[config.mk]
export PLATFORM = sky130hd
export DESIGN_NAME = scan_chain_ctrl
export DESIGN_NICKNAME = d
export VERILOG_FILES = /design/src/rtl/scan_chain_ctrl.sv
export SDC_FILE = /design/constraint.sdc
export NUM_CORES = 1
export LEC_CHECK = 0
export ABC_CLOCK_PERIOD_IN_PS = 2600
export CORE_ASPECT_RATIO = 0.75
export CORE_MARGIN = 4
export CORE_UTILIZATION = 45
export DETAILED_ROUTE_END_ITERATION = 7
export PLACE_DENSITY = 0.77
export SYNTH_ARGS = -nofsm -noshare
export SYNTH_HDL_FRONTEND = slang
export SYNTH_SLANG_ARGS = --single-unit
[constraint.sdc]
create_clock -name CLK -period 2.6 [get_ports CLK]
set_clock_uncertainty 0.1 [all_clocks]
set_input_delay 0.26 -clock CLK [delete_from_list [all_inputs] [get_ports CLK]]
set_output_delay 0.26 -clock CLK [all_outputs]
set_load 0.01 [all_outputs]
[src/rtl/scan_chain_ctrl.sv]
// Scan-chain sequencer: optional functional capture, then CHAIN_LEN shift edges
// that load a new word into the chain while unloading the old contents.
module scan_chain_ctrl #(
   parameter int CHAIN_LEN = 8
) (
   input  logic                 CLK,
   input  logic                 RST,
   input  logic                 start,
   input  logic                 op,
   input  logic [CHAIN_LEN-1:0] load_data,
   input  logic                 scan_out,
   output logic                 scan_in,
   output logic                 scan_en,
   output logic                 capture,
   output logic                 busy,
   output logic                 done,
   output logic [CHAIN_LEN-1:0] cap_data
);

   localparam int CNT_W = $clog2(CHAIN_LEN) + 1;
   localparam logic [CNT_W-1:0] LAST = CNT_W'(CHAIN_LEN - 1);

   typedef enum logic [3:0] {
      IDLE  = 4'b0001,
      CAPT  = 4'b0010,
      SHIFT = 4'b0100,
      DONE  = 4'b1000
   } state_e;

   state_e               state_q, state_d;
   logic [CHAIN_LEN-1:0] shreg_q, shreg_d;
   logic [CNT_W-1:0]     cnt_q, cnt_d;
   logic [CHAIN_LEN-1:0] cap_q, cap_d;
   logic [CHAIN_LEN-1:0] shifted;

   assign shifted = {scan_out, shreg_q[CHAIN_LEN-1:1]};

   always_ff @(posedge CLK or posedge RST) begin
      if (RST) begin
         state_q <= IDLE;
      end else begin
         state_q <= state_d;
      end
   end

   always_comb begin
      state_d = state_q;
      case (state_q)
         IDLE:    if (start) state_d = op ? CAPT : SHIFT;
         CAPT:    state_d = SHIFT;
         SHIFT:   if (cnt_q == LAST) state_d = DONE;
         DONE:    state_d = IDLE;
         default: state_d = IDLE;
      endcase
   end

   always_comb begin
      scan_en = 1'b0;
      capture = 1'b0;
      busy    = 1'b1;
      done    = 1'b0;
      scan_in = 1'b0;
      case (state_q)
         IDLE:  busy = 1'b0;
         CAPT:  capture = 1'b1;
         SHIFT: begin
            scan_en = 1'b1;
            scan_in = shreg_q[0];
         end
         DONE:  done = 1'b1;
         default: busy = 1'b0;
      endcase
   end

   // Shift register doubles as the load source and the unload sink.
   always_comb begin
      shreg_d = shreg_q;
      cnt_d   = cnt_q;
      cap_d   = cap_q;
      case (state_q)
         IDLE: begin
            if (start) begin
               shreg_d = load_data;
               cnt_d   = '0;
            end
         end
         SHIFT: begin
            shreg_d = shifted;
            cnt_d   = cnt_q + CNT_W'(1);
            if (cnt_q == LAST) cap_d = shifted;
         end
         default: ;
      endcase
   end

   always_ff @(posedge CLK or posedge RST) begin
      if (RST) begin
         shreg_q <= '0;
         cnt_q   <= '0;
         cap_q   <= '0;
      end else begin
         shreg_q <= shreg_d;
         cnt_q   <= cnt_d;
         cap_q   <= cap_d;
      end
   end

   assign cap_data = cap_q;

endmodule

==> results.txt, run 1 <==
first-pass GRT wire length: 3615 um
Iteration-0 DRC Markers: 46
diode count: 0
crit-path max cell delay: 0.63 ns
unrepaired setup endpoints after global routing: false
clock tree from TritonCTS: built
Mapped Cells: 86
outcome: complete, no violations
hold_buf cts: 0
area share of the largest cell type after synthesis: 0.5105
Synth Register Bits: 24
routed wire length on met2: 940 um
final WL: 2198 um
Final Cycle Share: 0.9275
# resized after CTS: 0
critical path, cell by cell: nor2b_1 > and2_1 > or3_1 > clkdlybuf4s50_1
Pre-antenna DRT Iters: 4
top routing layer in use: met3
Final Setup Violations: 0
GRT overflow: 0
post-synthesis area per instance: 13.11 um^2
Hold Fails Final Rpt: 0
drt wl/cell: 14.37 um
critical path capture point type: output pin
Max Clock Freq: 414.7 MHz
CP Max Fanout: 7
top post-synthesis cells by area: dfrtp_1, mux2_2, dfstp_2, nor4b_4, inv_1
RR Endpoint: shreg_q[0]
Die X: 65.80 um
HPWL Detailed: 1491 um
maximum vdd drop: 0.0005222 V
r2r setup slk: 0.65 ns
worst hold-check path type: input port to async pin
Core Area: 2346 um^2
Worst Path Required: 2.24 ns
number of synthesized flops with an enable pin: 0
clock sink count: 24
syn_nets: 100
RePlAce Congestion: 0.8466
Routed met3 length: 151 um
nets: 134
r2r worst-path depth: 5
Starting Density: 0.4805
DIE HEIGHT: 51.35 um
Slew Viols, Final: 0
yosys warns: 0
met1 wire length: 1105 um
MaxCap Viol Count: 0
drt drc: 0
area grow syn2layout: 33.63%
Final Util: 0.6421
register area share after synthesis: 0.5339
worst-skew pair later-pin latency: 0.32 ns
layout cells sized above 1: 0.3277
worst reg2reg startpoint: state_q[3]
power density cells: 875.6 nW/um^2
cts bufs inserted: 3
initial antenna violation count: 0
startpoint types: flip-flop
top cells by count, synth: mux2_2, dfrtp_1, inv_1
Mapped Area: 1127 um^2
Crit. Startpoint: state_q[0]
root buf cell: clkbuf_4
IO buf count: 25
Total Neg Setup Slack: 0 ns
io pins: 26
Tmin final: 2.411 ns
vias in the first global route: 763
largest area contributor in the netlist: dfrtp_1
Clock Path Buffers: 2
most common cell in the netlist: mux2_2
Antenna Violating Nets Remaining: 0
CTS clk-pin slew, worst paths: 0.15 ns
worst setup path endpoint: busy
Least-Margin Pin Slew: 0.2967 ns
gr usage total: 0.1413
asr flop ratio synth: 1.000
vias per inst: 5.033
P_leak: 0.6457 nW
Via Count: 770
H-tree Lvls: 1
Critical Path AT: 2.05 ns
worst rel slew slack: 0.7997
Die Area: 3378 um^2
FP Rows: 15
largest net degree at the start of global routing: 25
Slowest-stage cell, CP: dfstp_2
top_reg_cell synth: dfrtp_1
WS Path Type: flip-flop to output pin
Yosys cell types: 29
repair_timing:
action,4_1_cts,5_1_grt
setup endpoints to repair,0,2
hold endpoints to repair,0,0
buffers inserted,0,3
registers in the layout, indices dropped and copies added, names as in the netlist:
name and count:
cap_data 8, shreg_q 8, state_q 4, cnt_q 4
metrics by stage:
step | instance area [um^2] | cells | total power [mW] | hold slack, ns | setup WS, ns
3_3_place_gp | 1431 | 146 | 1.014 | 0.3853 | 0.5028
5_1_grt | 1506 | 153 | 1.396 | 0.1900 | 0.09344
2_1_floorplan | 1127 | 86 | 0.8696 | 0.1739 | 0.6522
3_5_place_dp | 1431 | 146 | 1.033 | 0.3948 | 0.4566
6_report | 1506 | 153 | 1.319 | 0.1605 | 0.1886
4_1_cts | 1484 | 150 | 1.311 | 0.1672 | 0.06298
layout by cell type (no fill, tap or decap), types with 3 or more instances in the layout:
| cell | Yosys | final |
|---|---|---|
| a21oi_1 | 3 | 3 |
| buf_4 | 1 | 7 |
| clkbuf_4 | 0 | 3 |
| clkdlybuf4s50_1 | 0 | 25 |
| dfrtp_1 | 23 | 23 |
| inv_1 | 5 | 5 |
| mux2_2 | 24 | 24 |
| o21ai_0 | 3 | 3 |
kinds of logic after synthesis:
family	Yosys count	share of synthesized area
AO/OA/AOI/OAI	11	0.06105
flip-flops	24	0.5339
buffers and inverters	8	0.03774
XOR/XNOR	1	0.007771
adder cells (fa/ha/maj)	1	0.01110
multiplexers	24	0.2397
AND/OR/NAND/NOR	17	0.1088
power breakdown:
group	total, mW	switching (mW)	internal [mW]
clock	0.276	0.120	0.156
combinational	0.443	0.169	0.273
sequential	0.600	0.106	0.495
worst max-delay path: cells and delay by family, from the launching register on:
| family | cells | cell delay (ns) |
|---|---|---|
| flip-flops | 1 | 0.63 |
| AND/OR/NAND/NOR | 3 | 0.62 |
| buffers and inverters | 1 | 0.48 |
final cells by class:
class                   instances  area, um^2
well taps                      34       42.54
clock buffers                   3       22.52
inverters                       5       18.77
repair buffers                 32       302.8
clock inverters                 1       30.03
flip-flops and latches         24       601.8
fillers                       185       839.6
multi-input cells              54       488.0
worst min-delay path by stage:
| stage | depth (start not counted) | to | from |
|---|---|---|---|
| 2_1_floorplan | 1 | cap_data[0] | RST |
| 3_3_place_gp | 1 | cnt_q[0] | cnt_q[0] |
| 3_5_place_dp | 1 | shreg_q[0] | shreg_q[0] |
| 4_1_cts | 3 | shreg_q[2] | RST |
| 5_1_grt | 3 | state_q[1] | RST |
| 6_report | 3 | shreg_q[2] | RST |
layer usage:
metal	track usage	vias up
met5	0	-
met4	0.02069	0
met3	0.05714	0
met2	0.1947	25
met1	0.2094	374
li1	-	371
No activity file was read; power rests on OpenSTA's default activity.
==> inputs of run 2 (changes only) <==
--- a/config.mk
+++ b/config.mk
@@ -12,3 +12,3 @@
 export DETAILED_ROUTE_END_ITERATION = 7
-export PLACE_DENSITY = 0.77
+export PLACE_DENSITY = 0.73
 export SYNTH_ARGS = -nofsm -noshare
==> constraint.sdc (replaced) <==
create_clock -name CLK -period 2.6 [get_ports CLK]
set_clock_uncertainty 0.1 [all_clocks]
set_input_delay 0.52 -clock CLK [delete_from_list [all_inputs] [get_ports CLK]]
set_output_delay 0.52 -clock CLK [all_outputs]
set_load 0.01 [all_outputs]
==> results.txt, run 2 (same netlist as run 1, synthesis figures left out) <==
Starting Density: 0.4805 (unchanged)
Final Cycle Share: 0.9507 (+0.02323)
outcome: complete, no violations
vias in the first global route: 780 (+2.2%)
Post-DP Area: 1426 um^2 (-0.35%)
layout cells sized above 1: 0.3445 (+0.01681)
Iteration-0 DRC Markers: 21 (-54%)
startpoint types: flip-flop
largest net degree at the start of global routing: 17 (-32%)
H-tree Lvls: 1 (unchanged)
diode count: 0 (unchanged)
worst rel slew slack: 0.7336 (-0.06615)
drt wl/cell: 14.06 um (-2.1%)
worst slack, placed: 0.3170 ns (-0.1397 ns)
power density cells: 811.6 nW/um^2 (-7.3%)
top routing layer in use: met4
Worst Slack Setup Final: 0.1282 ns (-0.06039 ns)
routed wire length on met2: 1082 um (+15%)
Die Area: 3378 um^2 (unchanged)
Least-Margin Pin Slew: 0.3946 ns (+0.09798 ns)
Worst Path Required: 1.98 ns (-0.26 ns)
vias per inst: 5.078 (+0.91%)
Die X: 65.80 um (unchanged)
MaxCap Viol Count: 0 (unchanged)
final WL: 2151 um (-2.1%)
RePlAce Congestion: 0.7612 (-10%)
Via Count: 777 (+0.91%)
DIE HEIGHT: 51.35 um (unchanged)
Finished Cell Area: 1488 um^2 (-1.2%)
Max Clock Freq: 404.6 MHz (-2.4%)
maximum vdd drop: 0.0004636 V (-11%)
Tot Pwr: 1.207 mW (-8.5%)
worst-skew pair later-pin latency: 0.30 ns (-0.02 ns)
Tmin final: 2.472 ns (+0.06039 ns)
root buf cell: clkbuf_4
Hold Slack: 0.3648 ns (+0.2043 ns)
clock tree from TritonCTS: built
met1 wire length: 938 um (-15%)
io pins: 26 (unchanged)
Routed met3 length: 116 um (-23%)
IO buf count: 25 (unchanged)
unrepaired setup endpoints after global routing: false
CP Max Fanout: 5 (-2)
Total Neg Setup Slack: 0 ns (unchanged)
nets: 134 (unchanged)
initial antenna violation count: 0 (unchanged)
clock sink count: 24 (unchanged)
Antenna Violating Nets Remaining: 0 (unchanged)
P_leak: 0.6421 nW (-0.57%)
drt drc: 0 (unchanged)
placed insts: 146 (unchanged)
Clock Path Buffers: 2 (unchanged)
Slew Viols, Final: 0 (unchanged)
Final Util: 0.6341 (-0.008000)
Core Area: 2346 um^2 (unchanged)
area grow syn2layout: 31.96%
Hold Fails Final Rpt: 0 (unchanged)
Pre-antenna DRT Iters: 4 (unchanged)
gr usage total: 0.1427 (+0.001345)
Final Non-Filler Cells: 153 (unchanged)
HPWL Detailed: 1573 um (+5.5%)
Final Setup Violations: 0 (unchanged)
worst hold-check path type: input port to async pin
most frequent cells in the layout: mux2_2, clkdlybuf4s50_1, dfrtp_1
critical path capture point type: output pin
CTS clk-pin slew, worst paths: 0.12 ns (-0.03 ns)
fill count: 182 (-1.6%)
WS Path Type: flip-flop to output pin
FP Rows: 15 (unchanged)
cts bufs inserted: 3 (unchanged)
Critical Path AT: 1.85 ns (-0.20 ns)
first-pass GRT wire length: 3643 um (+0.77%)
GRT overflow: 0 (unchanged)
==> run 2: worst max-delay path: stages, from the launching register on <==
cell and delay [ns]:
dfrtp_2 0.47, nor4b_4 0.38, and2_1 0.18, clkdlybuf4s50_1 0.53
==> run 2: where the power goes <==
group	leakage [nW]	internal, mW	total [mW]	switching (mW)
Sequential	0.304	0.496	0.585	0.0883
Combinational	0.323	0.277	0.463	0.186
Clock	0.0150	0.0598	0.160	0.100
==> run 2: area by class of cell <==
cell class	count	area, um^2	share of cell area
inverters	5	18.77	0.01262
well taps	34	42.54	0.02860
multi-input cells	54	489.2	0.3288
repair buffers	32	305.3	0.2052
flip-flops and latches	24	605.6	0.4071
clock buffers	4	26.28	0.01766
==> run 2: worst paths after layout <==
| check | startpoint | end | slack (ns) | depth (start not counted) |
|---|---|---|---|---|
| max in group asynchronous | RST | cnt_q[3] | 1.52 | 3 |
| min in group CLK | cap_data[7] | cap_data[7] | 0.42 | 1 |
| hold reg to reg | cap_data[7] | cap_data[7] | 0.42 | 1 |
| setup reg to reg | state_q[3] | cap_data[4] | 0.50 | 5 |
| setup / recovery | state_q[3] | scan_in | 0.13 | 3 |
| hold / removal | RST | state_q[2] | 0.36 | 2 |
==> run 2: metal layers <==
metal,track usage,vias up
li1,-,370
met1,0.1776,389
met2,0.2446,16
met3,0.04176,2
met4,0.03103,0
met5,0,-
==> run 2: repair_timing <==
action	4_1_cts	5_1_grt
endpoints found under the setup margin	1	3
gates resized for setup	0	5
setup buffers	2	1
gates cloned	0	0
pin swaps	0	1
hold buffers	0	0
==> inputs of run 3 (changes only) <==
PLACE_DENSITY = unset   (was 0.73)
PLACE_DENSITY_LB_ADDON = 0.15   (was unset)
==> results.txt, run 3 (same netlist as run 1, synthesis figures left out) <==
Total Neg Setup Slack: 0 ns (unchanged)
clock network power share: 0.156 (+0.024)
final WL: 2076 um (-3.5%)
Hold Fails Final Rpt: 0 (unchanged)
Die Area: 3378 um^2 (unchanged)
diode count: 0 (unchanged)
worst reg2reg startpoint: state_q[3]
Tmin final: 2.468 ns (-0.003480 ns)
drt wl/cell: 13.31 um (-5.3%)
Hold Crit Start: cnt_q[0]
Sw Share: 0.3022 (-0.007557)
gr usage total: 0.1516 (+0.008975)
unrepaired setup endpoints after global routing: false
maximum vdd drop: 0.0004387 V (-5.4%)
Least-Margin Pin Slew: 0.4043 ns (+0.009674 ns)
Crit. Startpoint: state_q[3]
first-pass GRT wire length: 3767 um (+3.4%)
Slew Viols, Final: 0 (unchanged)
GRT overflow: 0 (unchanged)
WS Path Type: flip-flop to output pin
largest net degree at the start of global routing: 25 (+8)
Die X: 65.80 um (unchanged)
worst hold-check path type: flip-flop to flip-flop
RePlAce Congestion: 0.7712 (+1.3%)
DIE HEIGHT: 51.35 um (unchanged)
Logic pwr share: 0.371 (-0.012)
startpoint types: flip-flop
Iteration-0 DRC Markers: 22 (+4.8%)
area grow syn2layout: 33.63%
H-tree Lvls: 1 (unchanged)
vias per inst: 4.872 (-4.1%)
Tot Pwr: 1.245 mW (+3.1%)
Via Count: 760 (-2.2%)
Worst Path Required: 1.98 ns (about the same)
critical path capture point type: output pin
initial antenna violation count: 0 (unchanged)
worst rel slew slack: 0.7270 (-0.006532)
Hold Slack: 0.4127 ns (+0.04792 ns)
Pre-antenna DRT Iters: 4 (unchanged)
CP Max Fanout: 5 (unchanged)
HPWL Detailed: 1520 um (-3.4%)
Sw Pwr: 376.3 uW (+0.62%)
drt drc: 0 (unchanged)
Final Cycle Share: 0.9493 (-0.001338)
hold_buf cts: 0 (unchanged)
Final Setup Violations: 0 (unchanged)
sequential share of power: 0.473 (-0.011)
Clock Path Buffers: 2 (unchanged)
nets: 137 (+2.2%)
vias in the first global route: 859 (+10%)
layout cells sized above 1: 0.3361 (-0.008472)
cts bufs inserted: 3 (unchanged)
Critical Path AT: 1.85 ns (about the same)
IO buf count: 25 (unchanged)
most frequent cells in the layout: mux2_2, clkdlybuf4s50_1, dfrtp_1
Max Clock Freq: 405.1 MHz (+0.14%)
clock sink count: 24 (unchanged)
root buf cell: clkbuf_4
CTS clk-pin slew, worst paths: 0.13 ns (about the same)
outcome: complete, no violations
MaxCap Viol Count: 0 (unchanged)
fill count: 193 (+6.0%)
Final Util: 0.6421 (+0.008000)
Core Area: 2346 um^2 (unchanged)
Antenna Violating Nets Remaining: 0 (unchanged)
Starting Density: 0.4805 (unchanged)
worst-skew pair later-pin latency: 0.32 ns (+0.02 ns)
power density cells: 826.7 nW/um^2 (+1.8%)
FP Rows: 15 (unchanged)
io pins: 26 (unchanged)
clock tree from TritonCTS: built
P_leak: 0.6559 nW (+2.2%)
P_int: 869.0 uW (+4.3%)
-- run 3: cell count changes in the layout (fill, tap and decap cells not counted), sizes merged --
cell          before  now
dlygate4sd2        0    1
dlymetal6s2s       1    0
buf                7   10
-- run 3: final timing paths --
path / end / slack [ns] / depth (start not counted)
worst min register to register: cnt_q[0] / 0.41 / 1
max in group asynchronous: state_q[0] / 1.68 / 3
worst max-delay path: scan_in / 0.13 / 4
worst max register to register: shreg_q[4] / 0.62 / 6
min in group asynchronous: shreg_q[1] / 0.42 / 3
worst min-delay path: cnt_q[0] / 0.41 / 1
-- run 3: routing by layer --
layer  global-route usage  part of all wire  up-vias
li1                     -                 -      380
met1               0.1804              0.46      361
met2               0.2496              0.48       17
met3              0.06154             0.050        2
met4              0.04828            0.0058        0
met5                    0                 0        -
-- run 3: area by class of cell --
| type | instances | area [um^2] | area share |
|---|---|---|---|
| Sequential cell | 24 | 601.8 | 0.3995 |
| Multi-Input combinational cell | 54 | 483.0 | 0.3206 |
| Timing Repair Buffer | 35 | 324.1 | 0.2151 |
| Tap cell | 34 | 42.54 | 0.02824 |
| Clock buffer | 4 | 36.28 | 0.02409 |
| Inverter | 5 | 18.77 | 0.01246 |
-- run 3: what timing repair did --
action,CTS,global route
setup buffers,6,0
endpoints found under the setup margin,2,0
gates resized for setup,1,0
endpoints found under the hold margin,0,0
-- run 3: power groups by stage --
stage / Sequential, mW / Clock [mW] / Combinational (mW)
3_3_place_gp: 0.595 / 0 / 0.415
4_1_cts: 0.589 / 0.204 / 0.469
3_5_place_dp: 0.602 / 0 / 0.423
6_report: 0.589 / 0.194 / 0.463
5_1_grt: 0.609 / 0.221 / 0.511
2_1_floorplan: 0.582 / 0 / 0.288
-- run 3: through the flow --
stage | setup slack, ns | instances | instance area [um^2]
6_report | 0.1317 | 156 | 1506
5_1_grt | 0.005012 | 156 | 1506
4_1_cts | 0.1218 | 156 | 1506
3_5_place_dp | 0.2948 | 146 | 1426
3_3_place_gp | 0.3251 | 146 | 1426
2_1_floorplan | 0.6522 | 86 | 1127
-- run 3: worst max-delay path: stages, from the launching register on --
cell	delay [ns]
dfrtp_1	0.46
nor4b_4	0.29
buf_4	0.16
and2_1	0.11
clkdlybuf4s50_1	0.52
==> RTL change (flow settings as in run 3) <==
One comparison of `cnt_q` changes from == to >=.
--- a/src/rtl/scan_chain_ctrl.sv
+++ b/src/rtl/scan_chain_ctrl.sv
@@ -87,7 +87,7 @@
          SHIFT: begin
             shreg_d = shifted;
             cnt_d   = cnt_q + CNT_W'(1);
-            if (cnt_q == LAST) cap_d = shifted;
+            if (cnt_q >= LAST) cap_d = shifted;
          end
          default: ;
       endcase
Function: same outputs for any inputs over 10 cycles, from zero or initial values and one cycle with RST high; that may be too few to reach the edited logic, so the function may still have changed.
==> RTL change against run 3 <==
Design area grew 2.6%. Sequential cell count is the same. Routed wire length grew 25%. Global-route usage grew 2.2 points. Synthesized area grew 5.9%. Count of clock-buffer cells in the layout shrank 1. Power grew 15%. Setup slack is essentially flat. Highest routed layer unchanged.
==> RTL change: results (changes against run 3) <==
largest net degree at the start of global routing 25 (unchanged); first-pass GRT wire length 4540 µm (+21%); CTS max path bufs 2 (unchanged); number of vias per cell 5.62 (+15%); Setup Slack @ Placement 207 ps (-87.9 ps); n_diodes 0 (unchanged); status completed; number of global-route vias before repair 909 (+5.8%); TritonCTS buffer count 3 (unchanged); crit-path max cell delay 580 ps (+60 ps); clock-pin transition on the worst setup and hold timing paths 130 ps (about the same); antenna violations before repair 0 (unchanged); slowest stage cell, crit path clkdlybuf4s50_1; later-pin clock latency in the skew report roughly 330 ps; Primary FF master, synth dfrtp_1; nets 152 (+11%); Antenna Nets Post-Route 0 (unchanged); share of async-settable or async-resettable flops after synthesis 100% (unchanged); root buf cell clkbuf_4; # hold bufs at CTS 0 (unchanged); Final GP Congestion 0.787 (+2.1%); WHS 423 ps (+10.4 ps); maximum vdd ir drop 605 µV (+38%); HPWL Detailed 1830 µm (+21%); 1st-pass router iterations 4 (unchanged); post-CTS resize count 4 (+3); Synth cell types 30 (+3.4%); r2r setup slk around 630 ps; class of the worst hold path input pin to asynchronous set/reset pin; minimum clock period 2470 ps (-0.248 ps); Layout fillers 230 (+19%); Rel. slew slack 53.7% (-19 points); arrival time worst endpoint 1850 ps (about the same); layout cells sized above 1 18.2% (-15 points); commonest cells in the netlist 23 x dfrtp_1, 13 x o21ai_0, 10 x nor2_1; IO buf count 25 (unchanged); initial DRC count 43 (+95%); syn nets 124 (+24%); Syn. warnings 0 (unchanged); DR WL/cell 15.2 µm (+14%); GRT Total Usage 17.3% (+2.2 points); Crit Path Max Fanout 13 (+8); Placement Cell Area 0.00146 mm² (+2.3%); post-synthesis sequential area ratio 50.4% (-3.0 points); Post-CTS Setup Inserts 2 (-4); largest cells by area after synthesis dfrtp_1 48%, mux2_4 10%, o21ai_0 5.5%; Leakage 0.000706 µW (+7.6%)
-- RTL change: cells by family after synthesis --
group / Yosys count / share of synthesized area, %
AND/OR/NAND/NOR: 31 / 15.9
XOR/XNOR: 1 / 0.734
AO/OA/AOI/OAI: 35 / 16.6
multiplexers: 8 / 10.1
buffers and inverters: 10 / 5.24
flip-flops: 24 / 50.4
adder cells (fa/ha/maj): 1 / 1.05
-- RTL change: final cells by class --
type / instances / area [µm²] / area share, %
sequential: 24 / 603 / 39.0
multi-input combinational: 76 / 543 / 35.1
timing repair buffer: 30 / 288 / 18.6
inverter: 3 / 16.3 / 1.05
tap: 34 / 42.5 / 2.75
clock buffer: 3 / 22.5 / 1.46
clock inverter: 1 / 30.0 / 1.94
-- RTL change: critical path, delay by kind of cell (launching register included) --
family	cells	cell delay, ps
buffers and inverters	1	580
and+or+nand+nor	2	480
DFF	1	470
-- RTL change: final timing paths --
kind	startpoint	endpoint	cells past startpoint
worst min register to register	cap_data[1]	cap_data[1]	1
worst max register to register	state_q[1]	cap_data[6]	4
min in group CLK	cap_data[1]	cap_data[1]	1
worst max-delay path	state_q[2]	capture	3
worst min-delay path	RST	shreg_q[3]	3
max in group asynchronous	RST	state_q[0]	3
-- RTL change: power by group --
group	switching [µW]	total, µW	internal, µW
Clock	116	272	156
Combinational	285	553	268
Sequential	97.1	603	506
-- RTL change: per-stage QoR --
step	instances	total power, µW
floorplan	110	963
global route	171	1530
global placement	165	1120
detailed placement	165	1130
finish	171	1430
CTS	171	1420
-- RTL change: routing by layer --
metal	wire (µm)	vias up	global-route usage [%]
li1	-	452	-
met1	1240	469	25.3
met2	1140	36	24.2
met3	188	4	5.36
met4	29	0	5.05
met5	0	-	0
